**src/rtl/fetch_ctrl_if.sv**
```systemverilog
// ---------------------------------------------------------------------------
// fetch_ctrl_if -- bundle of the fetch/backend/icache/memory signals seen by
// the fetch-PC controller.
//
//   stall          backend stall, hold the current PC
//   pc_check       {enable, pc_new} next-PC proposal from fetch
//   redirect_valid backend mispredict/exception redirect
//   redirect_pc    redirect target
//   icache_hit     icache holds the line for the current pc
//   refill_req     refill request valid                (controller -> memory)
//   refill_ack     memory accepted the request
//   refill_done    line has been written into the icache
//   refill_addr    line-aligned miss address           (controller -> memory)
//   pc             current fetch PC                    (controller -> fetch)
//   fetch_valid    fetch group at pc is valid this cycle
//   miss_cnt       saturating icache-miss counter
//
// modport slave  : the fetch_ctrl block itself
// modport master : the surrounding environment driving/observing it
// ---------------------------------------------------------------------------
interface fetch_ctrl_if;

    typedef struct packed {
        logic        enable;
        logic [31:0] pc_new;
    } pc_check_t;

    logic        stall;
    pc_check_t   pc_check;
    logic        redirect_valid;
    logic [31:0] redirect_pc;
    logic        icache_hit;
    logic        refill_req;
    logic        refill_ack;
    logic        refill_done;
    logic [31:0] refill_addr;
    logic [31:0] pc;
    logic        fetch_valid;
    logic [31:0] miss_cnt;

    modport slave (
        input  stall, pc_check, redirect_valid, redirect_pc, icache_hit,
               refill_ack, refill_done,
        output refill_req, refill_addr, pc, fetch_valid, miss_cnt
    );

    modport master (
        output stall, pc_check, redirect_valid, redirect_pc, icache_hit,
               refill_ack, refill_done,
        input  refill_req, refill_addr, pc, fetch_valid, miss_cnt
    );

endinterface

```
**src/rtl/fetch_ctrl.sv**
```systemverilog
// ---------------------------------------------------------------------------
// fetch_ctrl -- fetch PC sequencer with icache miss/refill handling.
//
// Ports:
//   clk    single clock, rising edge
//   rst_n  asynchronous active-low reset
//   bus    fetch_ctrl_if.slave (stall, pc_check, redirect, icache_hit,
//          refill handshake, pc, fetch_valid, miss_cnt)
//
// Parameters:
//   RESET_PC    PC loaded on reset
//   LINE_BYTES  icache line size in bytes, power of two, >= 16
//
// A miss in RUN walks RUN -> REQ -> WAIT -> DRAIN -> RUN. A refill is never
// aborted; redirects seen during REQ/WAIT are parked in a pending register
// and applied in DRAIN.
// ---------------------------------------------------------------------------
module fetch_ctrl #(
    parameter logic [31:0] RESET_PC   = 32'hBFC0_0000,
    parameter int          LINE_BYTES = 16
) (
    input  logic          clk,
    input  logic          rst_n,
    fetch_ctrl_if.slave   bus
);

    localparam int          OFF_W     = $clog2(LINE_BYTES);
    localparam logic [31:0] LINE_MASK = ~((32'd1 << OFF_W) - 32'd1);

    generate
        if (LINE_BYTES < 16 || (LINE_BYTES & (LINE_BYTES - 1)) != 0) begin : g_bad_line
            $error("fetch_ctrl: LINE_BYTES must be a power of two and >= 16");
        end
    endgenerate

    typedef enum logic [1:0] {RUN, REQ, WAIT, DRAIN} state_t;

    state_t      state_q;
    logic [31:0] pc_q;
    logic [31:0] miss_cnt_q;
    logic        refill_req_q;
    logic [31:0] refill_addr_q;
    logic        pend_vld_q;
    logic [31:0] pend_pc_q;

    function automatic logic [31:0] sat_inc(input logic [31:0] v);
        return (v == 32'hFFFF_FFFF) ? v : v + 32'd1;
    endfunction

    always_ff @(posedge clk or negedge rst_n) begin
        if (!rst_n) begin
            state_q       <= RUN;
            pc_q          <= RESET_PC;
            miss_cnt_q    <= 32'd0;
            refill_req_q  <= 1'b0;
            refill_addr_q <= 32'd0;
            pend_vld_q    <= 1'b0;
            pend_pc_q     <= 32'd0;
        end else begin
            case (state_q)
                RUN: begin
                    // Redirect wins even over stall; a stalled miss is not
                    // yet counted, the lookup is retried once stall drops.
                    if (bus.redirect_valid) begin
                        pc_q <= bus.redirect_pc;
                    end else if (!bus.stall) begin
                        if (!bus.icache_hit) begin
                            state_q       <= REQ;
                            refill_req_q  <= 1'b1;
                            refill_addr_q <= pc_q & LINE_MASK;
                            miss_cnt_q    <= sat_inc(miss_cnt_q);
                        end else if (bus.pc_check.enable) begin
                            pc_q <= bus.pc_check.pc_new;
                        end
                    end
                end
                REQ: begin
                    if (bus.redirect_valid) begin
                        pend_vld_q <= 1'b1;
                        pend_pc_q  <= bus.redirect_pc;
                    end
                    if (bus.refill_ack) begin
                        refill_req_q <= 1'b0;
                        // ack and done together skip the WAIT state
                        state_q      <= bus.refill_done ? DRAIN : WAIT;
                    end
                end
                WAIT: begin
                    if (bus.redirect_valid) begin
                        pend_vld_q <= 1'b1;
                        pend_pc_q  <= bus.redirect_pc;
                    end
                    if (bus.refill_done) begin
                        state_q <= DRAIN;
                    end
                end
                DRAIN: begin
                    // A fresh redirect supersedes whatever was parked.
                    if (bus.redirect_valid) begin
                        pc_q <= bus.redirect_pc;
                    end else if (pend_vld_q) begin
                        pc_q <= pend_pc_q;
                    end
                    pend_vld_q <= 1'b0;
                    state_q    <= RUN;
                end
                default: state_q <= RUN;
            endcase
        end
    end

    assign bus.pc          = pc_q;
    assign bus.miss_cnt    = miss_cnt_q;
    assign bus.refill_req  = refill_req_q;
    assign bus.refill_addr = refill_addr_q;
    // rst_n gate keeps fetch_valid low while reset is held.
    assign bus.fetch_valid = rst_n && (state_q == RUN) && bus.icache_hit &&
                             !bus.stall && !bus.redirect_valid;

endmodule

```
**src/flat_wrapper.sv**
```systemverilog
// flat-port wrapper written by rule: the top's interface ports become plain ports
module fetch_ctrl_flat 
#(
    parameter logic [31:0] RESET_PC   = 32'hBFC0_0000,
    parameter int          LINE_BYTES = 16
)
  (clk, rst_n, bus_stall, bus_pc_check, bus_redirect_valid, bus_redirect_pc, bus_icache_hit, bus_refill_ack, bus_refill_done, bus_refill_req, bus_refill_addr, bus_pc, bus_fetch_valid, bus_miss_cnt);
  fetch_ctrl_if bus_i ();
  input  logic clk;
  input  logic rst_n;
  input wire logic [$bits(bus_i.stall)-1:0] bus_stall;
  input wire logic [$bits(bus_i.pc_check)-1:0] bus_pc_check;
  input wire logic [$bits(bus_i.redirect_valid)-1:0] bus_redirect_valid;
  input wire logic [$bits(bus_i.redirect_pc)-1:0] bus_redirect_pc;
  input wire logic [$bits(bus_i.icache_hit)-1:0] bus_icache_hit;
  input wire logic [$bits(bus_i.refill_ack)-1:0] bus_refill_ack;
  input wire logic [$bits(bus_i.refill_done)-1:0] bus_refill_done;
  output wire logic [$bits(bus_i.refill_req)-1:0] bus_refill_req;
  output wire logic [$bits(bus_i.refill_addr)-1:0] bus_refill_addr;
  output wire logic [$bits(bus_i.pc)-1:0] bus_pc;
  output wire logic [$bits(bus_i.fetch_valid)-1:0] bus_fetch_valid;
  output wire logic [$bits(bus_i.miss_cnt)-1:0] bus_miss_cnt;
  assign bus_i.stall = bus_stall;
  assign bus_i.pc_check = bus_pc_check;
  assign bus_i.redirect_valid = bus_redirect_valid;
  assign bus_i.redirect_pc = bus_redirect_pc;
  assign bus_i.icache_hit = bus_icache_hit;
  assign bus_i.refill_ack = bus_refill_ack;
  assign bus_i.refill_done = bus_refill_done;
  assign bus_refill_req = bus_i.refill_req;
  assign bus_refill_addr = bus_i.refill_addr;
  assign bus_pc = bus_i.pc;
  assign bus_fetch_valid = bus_i.fetch_valid;
  assign bus_miss_cnt = bus_i.miss_cnt;
  fetch_ctrl #(.RESET_PC(RESET_PC), .LINE_BYTES(LINE_BYTES)) u_core (.clk(clk), .rst_n(rst_n), .bus(bus_i));
endmodule
```
**config.mk**
```make
export PLATFORM = sky130hd
export DESIGN_NAME = fetch_ctrl_flat
export DESIGN_NICKNAME = d
export VERILOG_FILES = /design/src/rtl/fetch_ctrl_if.sv /design/src/rtl/fetch_ctrl.sv /design/src/flat_wrapper.sv
export SDC_FILE = /design/constraint.sdc
export NUM_CORES = 1
export LEC_CHECK = 0
export CORE_AREA = 2 2 121 123
export CTS_CLUSTER_DIAMETER = 50
export DETAILED_ROUTE_END_ITERATION = 10
export DIE_AREA = 0 0 123 125
export PLACE_DENSITY_LB_ADDON = 0.25
export SLEW_MARGIN = 20
export SYNTH_ARGS = -nofsm -noshare
export SYNTH_HDL_FRONTEND = slang
export SYNTH_SLANG_ARGS = --single-unit
```
**constraint.sdc**
```tcl
create_clock -name clk -period 2.6 [get_ports clk]
set_input_delay 0.52 -clock clk [delete_from_list [all_inputs] [get_ports clk]]
set_output_delay 0.52 -clock clk [all_outputs]
set_load 0.01 [all_outputs]
```
==> reports/qor.csv <==
metric,value,unit
run status,"finished, final reports clean",
met3 WL,1190,um
Ports,170,
initial antenna violation count,0,
Setup Skew,0.00673,ns
largest net degree at the start of global routing,71,
DRC viols,0,
CP cell instances,inv_1 > ha_4 > nand3_1 > nor3_1 > clkdlybuf4s50_1,
VDD IR max,0.622,mV
dpl cell area,7780,um^2
antenna-violating nets left,0,
die height,125,um
Final Hold Vio Count,0,
GRT Util Overall,20.2,%
met2 wire length,7010,um
wire per inst,16.5,um
Via density,5.16,
Final WS setup,0.166,ns
Die Wd,123,um
hold_ws,0.253,ns
Post-synth EDFFs,0,
endpoint class of the critical path,output port,
Final #Nets,774,
Mapped Cells,526,
maxcap violations,0,
clk_lat worst skew,0.42,ns
FMAX,411,MHz
first-pass GRT wire length,24100,um
critical path arrival,1.91,ns
Slew HR,41.1,%
Ant. Diodes,0,
CP Class,flip-flop to output port,
Core Rows,44,
Yosys warning count,0,
Max Slew Vio Count,0,
dpl cells,862,
final WL,14700,um
Iteration-0 DRC Markers,275,
final instance area,8400,um^2
post-synthesis sequential area ratio,54.4,%
worst slew pin tran,0.883,ns
Die ar.,15400,um^2
RSZ-0062 raised after global routing,no,
layout overhead on the synthesized area,42.1,%
Final Util,59.1,%
CP max stage delay,0.56,ns
CTS Buffer Depth,2,
worst-path fanout max,8,
Post-Syn Area per Cell,11.2,um^2
clock slew at reported path FFs,0.05,ns
routed vias,4612,
initial core utilization,41.6,%
unique cell type count in the Yosys netlist,44,
Yosys reg bits,128,
Tcrit/Tclk final,93.6,%
Congestion Overflow GR,0,
met1 WL,6190,um
setup TNS,0,ns
CTS tree,done,
DR pass1 iterations,5,
Synth area leaders,"dfrtp_1 (50%), mux2_2 (12%), mux2i_1 (5.6%)",
Clock Tree Root,clkbuf_16,
number of I/O port buffers,165,
Synth area leader,dfrtp_1,
Power Total,9.40,mW
Final Non-Filler Cells,893,
pwr dens,1120,nW/um^2
Top Layer Used,met4,
CP required,2.08,ns
CTS sink count,128,
post-route minimum period,2.43,ns
cts bufs inserted,17,
"slowest stage cell, crit path",clkdlybuf4s50_1,
crit start category,flip-flop,
leak pwr,3.56,nW
class of the worst hold path,input port to asynchronous set/reset pin,
post-CTS setup buffers,0,
Core ar.,14200,um^2
synthesized area,5910,um^2
GPL Wtd Cong,0.821,
dominant synthesized flop cell,dfrtp_1,
share of the synthesized area in the top cell type,50.4,%
vias in the first global route,4795,
CP top delay family,buffers and inverters,
layout cell share with drive strength beyond 1,18.5,%
H-tree depth,4,
post-place setup slack,0.242,ns
Final HPWL DP,10300,um
Post-synth ARST share,100,%
final setup fails,0,
Bufs and invs on worst path,2,
cells in the final DEF (no fill, tap or decap), drive strengths merged, types with 2 or more instances in the layout:
cell type,count
or3,2
nand4,9
dfstp,9
clkdlybuf4s50,163
dfrtp,119
a21oi,37
or2,2
ha,5
nor4,8
nor3,14
buf,15
xnor2,12
clkinv,3
clkbuf,21
conb,4
mux2,61
nand3,13
o21bai,2
xor2,15
a31oi,2
nand2,54
nor2,41
clkinvlp,4
bufinv,3
inv,10
mux2i,33
o21ai,33
cell usage after synthesis (6+ instances only):
library cell and instances:
o21ai_0 33, nor2_1 41, buf_2 10, nand4_1 6, nand2_1 54, dfstp_2 9
mux2_2 61, xnor2_1 12, mux2i_1 33, dfrtp_1 119, nor3_1 14, nand3_1 13
clkbuf_1 9, xor2_1 15, a21oi_1 37, inv_1 10
report_power, final:
part / switching [mW] / internal, mW
logic: 1.65 / 1.99
clock network: 0.849 / 1.57
registers: 0.499 / 2.83
flip-flops by register name (all words and copies together) (netlist names):
name and flops:
u_core.bus.miss_cnt 32, u_core.bus.pc 32, u_core.bus.refill_addr 28, u_core.bus.refill_req 1, u_core.pend_pc_q 32, u_core.pend_vld_q 1, u_core.state_q 2
final timing paths:
kind | startpoint | end | slack (ns) | depth (start not counted)
hold / removal | rst_n | u_core.bus.refill_addr[29]$_DFFE_PN0P_ | 0.25 | 2
setup / recovery | u_core.state_q[1]$_DFFE_PN0P_ | bus_fetch_valid | 0.17 | 5
max in group asynchronous | rst_n | u_core.bus.refill_addr[18]$_DFFE_PN0P_ | 1.71 | 2
hold reg to reg | u_core.bus.pc[28]$_DFFE_PN1P_ | u_core.bus.pc[28]$_DFFE_PN1P_ | 0.49 | 2
setup reg to reg | u_core.bus.miss_cnt[25]$_DFFE_PN0P_ | u_core.bus.miss_cnt[19]$_DFFE_PN0P_ | 0.49 | 5
min in group clk | u_core.bus.pc[28]$_DFFE_PN1P_ | u_core.bus.pc[28]$_DFFE_PN1P_ | 0.49 | 2
cells by family after synthesis:
family          after synthesis  synth area share (%)
simple gates                150                  12.7
flops                       128                  54.4
mux                          94                  17.2
compound gates               82                  7.47
buf+inv                      39                  3.07
xor+xnor                     27                  4.00
fa+ha+maj                     5                  1.06
other cells                   1                0.0634
timing repair:
item,4_1_cts,5_1_grt
resized for setup,1,2
endpoints found under the setup margin,1,1
hold buffers,0,0
gates cloned,0,0
cell type report:
| class | instances | area (um^2) |
|---|---|---|
| clock buffer | 21 | 470 |
| clock inverter | 10 | 135 |
| fill | 1180 | 5800 |
| inverter | 10 | 37.5 |
| multi-input combinational | 362 | 2550 |
| sequential | 128 | 3210 |
| tap | 184 | 230 |
| timing repair buffer | 178 | 1760 |
layer usage:
layer / vias to the layer above / GRT usage [%]
met5: - / 0
met4: 0 / 7.82
met3: 27 / 7.34
met2: 150 / 31.4
met1: 2251 / 25.6
li1: 2184 / -
Power figures use the tool's default switching activity.
